$ cat config.mk
export PLATFORM = sky130hd
export DESIGN_NAME = dac_frame_streamer
export DESIGN_NICKNAME = d
export VERILOG_FILES = /design/src/rtl/dac_frame_streamer.sv
export SDC_FILE = /design/constraint.sdc
export NUM_CORES = 1
export LEC_CHECK = 0
export BUFFER_PORTS_ARGS = -buffer_cell sky130_fd_sc_hd__buf_4
export CAP_MARGIN = 20
export CORE_AREA = 2 2 132 82
export DETAILED_ROUTE_END_ITERATION = 7
export DIE_AREA = 0 0 134 84
export PLACE_DENSITY = 0.78
export SYNTH_ARGS = -nofsm -noshare
export SYNTH_HDL_FRONTEND = slang
export SYNTH_SLANG_ARGS = --single-unit
$ cat constraint.sdc
create_clock -name clk -period 2.7 [get_ports clk]
set_input_delay 0.27 -clock clk [delete_from_list [all_inputs] [get_ports clk]]
set_output_delay 0.27 -clock clk [all_outputs]
set_load 0.02 [all_outputs]
$ cat src/rtl/dac_frame_streamer.sv
// dac_frame_streamer: assembles interleaved channel samples into frames, buffers them in a FIFO
// and releases one frame to all DAC code buses per programmable sample-rate tick.
module dac_frame_streamer #(
    parameter int CHANNELS  = 2,
    parameter int WIDTH     = 8,
    parameter int DEPTH     = 4,
    parameter int DIV_WIDTH = 16
) (
    input  logic                         clk,
    input  logic                         rst,
    input  logic [WIDTH-1:0]             in_data,
    input  logic                         in_valid,
    output logic                         in_ready,
    input  logic                         enable,
    input  logic [DIV_WIDTH-1:0]         div,
    input  logic                         signed_mode,
    input  logic                         underrun_mid,
    output logic [CHANNELS*WIDTH-1:0]    dac_code,
    output logic                         frame_strobe,
    output logic [$clog2(DEPTH+1)-1:0]   level,
    output logic [7:0]                   underrun_count
);
    localparam int CW = CHANNELS > 1 ? $clog2(CHANNELS) : 1;
    localparam int PW = $clog2(DEPTH);
    localparam int LW = $clog2(DEPTH + 1);
    localparam int FW = CHANNELS * WIDTH;

    logic [CW-1:0]        ch;
    logic [FW-1:0]        asm_frame, push_frame, head, conv, mid;
    logic [FW-1:0]        mem [DEPTH];
    logic [PW-1:0]        wr_ptr, rd_ptr;
    logic [DIV_WIDTH-1:0] cnt;
    logic                 last, full, empty, xfer, push, tick, pop;

    assign last     = ch == CW'(CHANNELS - 1);
    assign full     = level == LW'(DEPTH);
    assign empty    = level == '0;
    assign in_ready = !(last && full);
    assign xfer     = in_valid && in_ready;
    assign push     = xfer && last;
    assign tick     = enable && cnt == '0;
    assign pop      = tick && !empty;
    assign head     = mem[rd_ptr];

    // The final sample bypasses the assembly register so the whole frame is pushed in one cycle.
    always_comb begin
        push_frame = asm_frame;
        push_frame[(CHANNELS-1)*WIDTH +: WIDTH] = in_data;
    end

    for (genvar c = 0; c < CHANNELS; c++) begin : g_ch
        assign conv[c*WIDTH +: WIDTH] = head[c*WIDTH +: WIDTH] ^ (WIDTH'(signed_mode) << (WIDTH - 1));
        assign mid[c*WIDTH +: WIDTH]  = WIDTH'(1) << (WIDTH - 1);
    end

    always_ff @(posedge clk)
        if (push) mem[wr_ptr] <= push_frame;

    always_ff @(posedge clk or posedge rst)
        if (rst) begin
            ch             <= '0;
            asm_frame      <= '0;
            wr_ptr         <= '0;
            rd_ptr         <= '0;
            level          <= '0;
            cnt            <= '0;
            dac_code       <= mid;
            frame_strobe   <= 1'b0;
            underrun_count <= '0;
        end else begin
            if (xfer) begin
                asm_frame[ch*WIDTH +: WIDTH] <= in_data;
                ch <= last ? '0 : ch + 1'b1;
            end
            if (push) wr_ptr <= wr_ptr + 1'b1;
            if (pop) rd_ptr <= rd_ptr + 1'b1;
            level        <= level + LW'(push) - LW'(pop);
            cnt          <= (!enable || tick) ? div : cnt - 1'b1;
            frame_strobe <= pop;
            if (pop) dac_code <= conv;
            else if (tick && underrun_mid) dac_code <= mid;
            if (tick && empty && underrun_count != 8'hff) underrun_count <= underrun_count + 1'b1;
        end
endmodule

After elaboration in Yosys (flattened, before gate mapping)
Memory sizes are Yosys's and may differ from the RTL's.
Index checks and enable logic that the tools add are counted.
W data, S select, Z words.
{"block": "totals", "register_bits": 65, "ramBits": 64, "inputBits": 30, "output_inout_bits": 29, "n_memories": 1}
{"name": "mem", "words": 4, "width": 16, "read_ports": 1, "rd_clocked_by_memory_dff": 0, "wr": 1, "line_no": "30", "rtl": "logic [FW-1:0] mem [DEPTH];"}
{"block": "classes", "addsub": 8, "n_eq_ne": 2, "shift": 2, "n_mux": 7, "n_bitwise": 2, "reduce_logical": 15}
{"cell": "$mux W16", "count": 3}
{"cell": "$neg A4 Y34", "count": 1}
{"cell": "$shift A8 B34 Y16 const A", "count": 1}
{"cell": "$shiftx A8 B34 Y16", "count": 1}
{"cell": "$bwmux W16", "count": 1}
{"cell": "$logic_not A16 Y1", "count": 1}
{"cell": "$sub A16 B1 Y16 const B", "count": 1}
{"cell": "$xor A8 B8 Y8", "count": 2}
{"cell": "$add A8 B1 Y8 const B", "count": 1}
{"cell": "$logic_and A1 B1 Y1", "count": 8}
{"cell": "$ne A8 B8 Y1 const B", "count": 1}
{"cell": "$add A2 B1 Y2 const B", "count": 2}
{"cell": "$add A3 B1 Y3", "count": 1}
{"cell": "$eq A3 B3 Y1 const B", "count": 1}
{"cell": "$logic_not A1 Y1", "count": 3}
{"cell": "$logic_not A3 Y1", "count": 1}
{"cell": "$mux W1", "count": 3}
{"cell": "$sub A3 B1 Y3", "count": 1}
{"cell": "$reduce_bool A2 Y1", "count": 1}
{"cell": "$add A1 B1 Y1 const B", "count": 1}
{"cell": "$logic_or A1 B1 Y1", "count": 1}

Logic depth before layout (Yosys ltp)
{"block": "depth", "word_depth": 7, "ltp_mapped": 12}

Worst setup path before layout
No wires, ideal clock.
{"block": "synth_path", "path_type": "register to register", "startpoint": "reg cnt[2]", "endpoint": "reg level[2]", "arrival_time_ns": 2.734, "setup_slack_ns": -0.165, "path_stages_with_launch": 12, "n_path_buf": 1, "cell_sequence": "dfrtp_1 > nor4_2 > clkbuf_1 > nand2_1 > nor4b_1 > ha_1 > inv_1 > ha_1 > inv_1 > fa_1 > xnor2_1 > xnor2_1"}
{"block": "synth_between", "elab_chain_len": 4}
{"item": "start: declaration", "line_no": "32", "rtl": "logic [DIV_WIDTH-1:0] cnt;"}
{"item": "start signal: assignment", "line_no": "78", "rtl": "cnt <= (!enable || tick) ? div : cnt - 1'b1;"}
{"item": "$logic_not A16 Y1", "line_no": "41", "rtl": "assign tick = enable && cnt == '0;"}
{"item": "$logic_and A1 B1 Y1", "line_no": "41"}
{"item": "$logic_and A1 B1 Y1", "line_no": "42", "rtl": "assign pop = tick && !empty;"}
{"item": "named net pop", "line_no": "33", "rtl": "logic last, full, empty, xfer, push, tick, pop;"}
{"item": "$sub A3 B1 Y3", "line_no": "77", "rtl": "level <= level + LW'(push) - LW'(pop);"}
{"item": "end signal: assignment", "line_no": "77"}
{"item": "end: declaration", "line_no": "20", "rtl": "output logic [$clog2(DEPTH+1)-1:0] level,"}
The timed path passes the listed nets, and every way through them passes these cells.
A chain may end at the register's enable or synchronous reset.

Worst setup path after layout
{"block": "layout_path", "startpoint": "reg cnt[1]", "endpoint": "reg level[2]"}
The elaborated chain is that of the path after synthesis.

==> Implementation_results.wiki <==
{| class="wikitable"
! Metric !! Value
|-
| Power density cells || a little under 900 nW/µm²
|-
| Layout net count || 454
|-
| Share of the cycle needed by the critical path after routing || 0.967
|-
| Portion of netlist area occupied by mux cells || 0.127
|-
| Maximum clock insertion buffer count || 2
|-
| Sequential-to-total area share from yosys stat || 0.654
|-
| Initial cell density of the core || 0.502
|-
| Initial DRC Count || around 160
|-
| # clock sinks || ~120
|-
| Std-Cell Rows || 29
|-
| Total GRT Usage || 0.203
|-
| Main combinational cell family by area after synthesis || multiplexers
|-
| Transition at the pin with the smallest max-transition slack || just over 900 ps
|-
| Synth unique cells || 40
|-
| Via-to-Cell Ratio || between 5 and 6
|-
| Post-CTS Hold Buffers || 0
|-
| Arrival time of the worst setup path || approximately 2900 ps
|-
| Post-synth EDFFs || between 60 and 70
|-
| Most Crowded Layer GR || met2
|-
| Die ar. || around 11000 µm²
|-
| Max-slew headroom || 0.395
|-
| Synthesized area per cell || ~15 µm²
|-
| Worst-path fanout max || 3
|-
| Inserted Clock Buffers || 17
|-
| Wire length of the first global-routing pass || about 17000 µm
|-
| Maximum number of pins on one net before global-route repair || 40
|-
| Placer congestion estimate || 0.813
|-
| Post-layout worst setup margin || ~89 ps
|-
| Number of I/O pins || 59
|-
| Avg WL per Cell || ~19 µm
|-
| Leading register cell type out of synthesis || sky130_fd_sc_hd__edfxtp_1
|-
| Warnings, synthesis || 0
|-
| Critical Path Start Type || register
|-
| Cell area after synthesis || ~5000 µm²
|-
| Met2 routing resource usage after global routing || 0.296
|-
| Remaining design rule violation count || 0
|-
| Total of endpoints with negative setup slack in the final report || 0
|-
| Crit end category || register
|-
| Y dimension of the die || about 84 µm
|-
| Antenna cells || 0
|-
| Final Max Tran Viols || 0
|-
| Post-synthesis share of cell area spent on full adders, half adders and majority gates || 0.0259
|-
| Mapped Nets || between 300 and 400
|-
| CP Class || register to register
|-
| Syn Inst Count || between 300 and 400
|-
| Clock transition at path regs || approximately 50 ps
|-
| Placed wire-length estimate || roughly 6700 µm
|-
| Worst slack at placement || -50.0 ps
|-
| Total global routing overflow || 0
|-
| Number of antenna violations at the first check in global routing || 0
|-
| Share of post-route cells with drive strength above 1 || 0.315
|-
| CTS tree || done
|-
| Master cell of the clock root buffer || sky130_fd_sc_hd__clkbuf_16
|-
| Met1 track demand over resource in global routing || 0.283
|-
| Post-synthesis sequential element count || 121
|-
| Number of endpoints with negative hold slack in the final report || 0
|-
| Maximum resistive drop on vdd || 0.549 mV
|-
| Leakage power summed over all cells || 0.00263 µW
|-
| Highest attainable clock frequency || roughly 380 MHz
|-
| Final TNS setup || 0 ps
|-
| Clock Latency Late Sink || a little over 400 ps
|-
| Setup slack of the worst register-to-register path || 90 ps
|-
| Status || finished clean
|-
| Final hold slack || roughly 66 ps
|-
| Total core area || 10200 µm²
|-
| Detailed-route via count || between 3000 and 4000
|-
| Remaining antenna violation count || 0
|-
| CTS H-Tree Depth || 4
|-
| Width of the die || 134 µm
|-
| Max capacitance violation total || 0
|-
| Asr flop ratio synth || 0.471
|-
| Clock period minus worst slack || 2610 ps
|-
| WP data required || between 2000 and 3000 ps
|-
| Skew final || between 7 and 8 ps
|-
| Port bufs || 58
|-
| Synth-to-layout area growth || 25.6%
|-
| Total routed wirelength || between 10000 and 15000 µm
|-
| Count of TritonRoute iterations in the first routing pass || 5
|-
| Synthesized-area fraction occupied by and/or/nand/nor cells || 0.0735
|-
| Via count of the first global-routing pass || 3180
|-
| Synthesized-area fraction occupied by xor and xnor cells || 0.0494
|-
| Post-Route Utilization || 0.631
|-
| Worst min path class || primary input to async pin
|-
| Synth Area in Compound Gates || 0.0371
|-
| Met3 Track Usage GR || 0.0759
|}
-- power by group --
part | switching, µW | internal [µW] | total [µW]
registers | 226 | 2330 | 2560
clock network | 751 | 1520 | 2270
logic | 424 | 347 | 770
total | 1400 | 4200 | 5600
-- final timing paths --
kind	from	to	cells past startpoint
max	cnt[1]$_DFF_PP0_	level[2]$_DFF_PP0_	12
min	rst	cnt[3]$_DFF_PP0_	2
max reg2reg	cnt[1]$_DFF_PP0_	level[2]$_DFF_PP0_	12
min reg2reg	dac_code[12]$_DFFE_PP0P_	dac_code[12]$_DFFE_PP0P_	2
max in group asynchronous	rst	dac_code[9]$_DFFE_PP0P_	3
min in group clk	in_data[7]	mem[2][15]$_DFFE_PP_	1
-- metrics by stage --
stage,cells,power [µW],area (µm²)
after CTS,562,5610,6390
after floorplan,333,2970,5130
final,565,5600,6430
after detailed placement,531,3310,5790
after global placement,531,3250,5790
after global routing,565,5830,6430
-- timing repair --
| item | CTS | global route |
|---|---|---|
| gates resized for setup | 2 | 4 |
| pin swaps | 1 | 2 |
| setup buffers | 0 | 3 |
| setup endpoints to repair | 2 | 2 |
-- synth_stat cells (2+ instances only) --
cell | count | area share
sky130_fd_sc_hd__and2_1 | 5 | 0.0061
sky130_fd_sc_hd__buf_2 | 4 | 0.0039
sky130_fd_sc_hd__clkbuf_1 | 8 | 0.0059
sky130_fd_sc_hd__dfrtp_1 | 55 | 0.27
sky130_fd_sc_hd__dfstp_2 | 2 | 0.010
sky130_fd_sc_hd__edfxtp_1 | 64 | 0.38
sky130_fd_sc_hd__ha_1 | 9 | 0.022
sky130_fd_sc_hd__inv_1 | 25 | 0.018
sky130_fd_sc_hd__mux2_1 | 24 | 0.053
sky130_fd_sc_hd__mux4_2 | 16 | 0.070
sky130_fd_sc_hd__nand2_1 | 5 | 0.0037
sky130_fd_sc_hd__nand3_1 | 5 | 0.0049
sky130_fd_sc_hd__nand3b_1 | 3 | 0.0044
sky130_fd_sc_hd__nand4_1 | 5 | 0.0061
sky130_fd_sc_hd__nand4b_1 | 3 | 0.0051
sky130_fd_sc_hd__nor2_1 | 9 | 0.0066
sky130_fd_sc_hd__nor3_1 | 7 | 0.0068
sky130_fd_sc_hd__nor4_1 | 4 | 0.0049
sky130_fd_sc_hd__nor4b_1 | 3 | 0.0051
sky130_fd_sc_hd__o211ai_1 | 2 | 0.0029
sky130_fd_sc_hd__o21a_1 | 2 | 0.0029
sky130_fd_sc_hd__o21ai_1 | 29 | 0.028
sky130_fd_sc_hd__o21bai_1 | 2 | 0.0029
sky130_fd_sc_hd__xnor2_1 | 17 | 0.029
sky130_fd_sc_hd__xor2_1 | 10 | 0.017
-- cell usage in the layout, fill, tap and decap left out, drive strengths merged, types with 7 or more instances in the layout --
cell type / count
xor2: 10
edfxtp: 64
mux2: 25
nor2: 9
mux4: 16
buf: 76
ha: 9
o21ai: 29
xnor2: 18
inv: 26
clkbuf: 20
nor3: 7
dfrtp: 55
-- final cells by class --
class / count / area (µm²)
Inverter: 26 / 97.6
Tap cell: 139 / 174
Clock inverter: 11 / 154
Fill cell: 733 / 3760
Multi-Input combinational cell: 172 / 1650
Timing Repair Buffer: 76 / 571
Clock buffer: 20 / 437
Sequential cell: 121 / 3350
-- kinds of logic after synthesis --
| family | after synthesis |
|---|---|
| compound gates | 35 |
| xor+xnor | 28 |
| fa+ha+maj | 10 |
| buf+inv | 40 |
| flops | 121 |
| mux | 42 |
| simple gates | 57 |
-- sequential cells by signal (all words and copies together) (netlist names) --
register        count
wr_ptr              2
underrun_count      8
ch                  1
cnt                16
level               3
asm_frame           8
rd_ptr              2
dac_code           16
frame_strobe        1
mem                64
-- worst max-delay path, cell delays in order (launching register included) --
cell and delay (ps):
sky130_fd_sc_hd__dfrtp_1 400, sky130_fd_sc_hd__inv_1 80, sky130_fd_sc_hd__ha_1 160, sky130_fd_sc_hd__nor4b_2 200
sky130_fd_sc_hd__nand2_1 140, sky130_fd_sc_hd__nor4b_4 320, sky130_fd_sc_hd__ha_1 280, sky130_fd_sc_hd__inv_1 60
sky130_fd_sc_hd__ha_1 140, sky130_fd_sc_hd__inv_1 50, sky130_fd_sc_hd__fa_2 350, sky130_fd_sc_hd__xnor2_2 150
sky130_fd_sc_hd__xnor2_1 150
-- layer usage --
metal	routed length (µm)	share of wire
met1	4950	0.47
met2	4700	0.45
met3	644	0.061
met4	194	0.018
met5	0	0
Power figures use the tool's default switching activity.
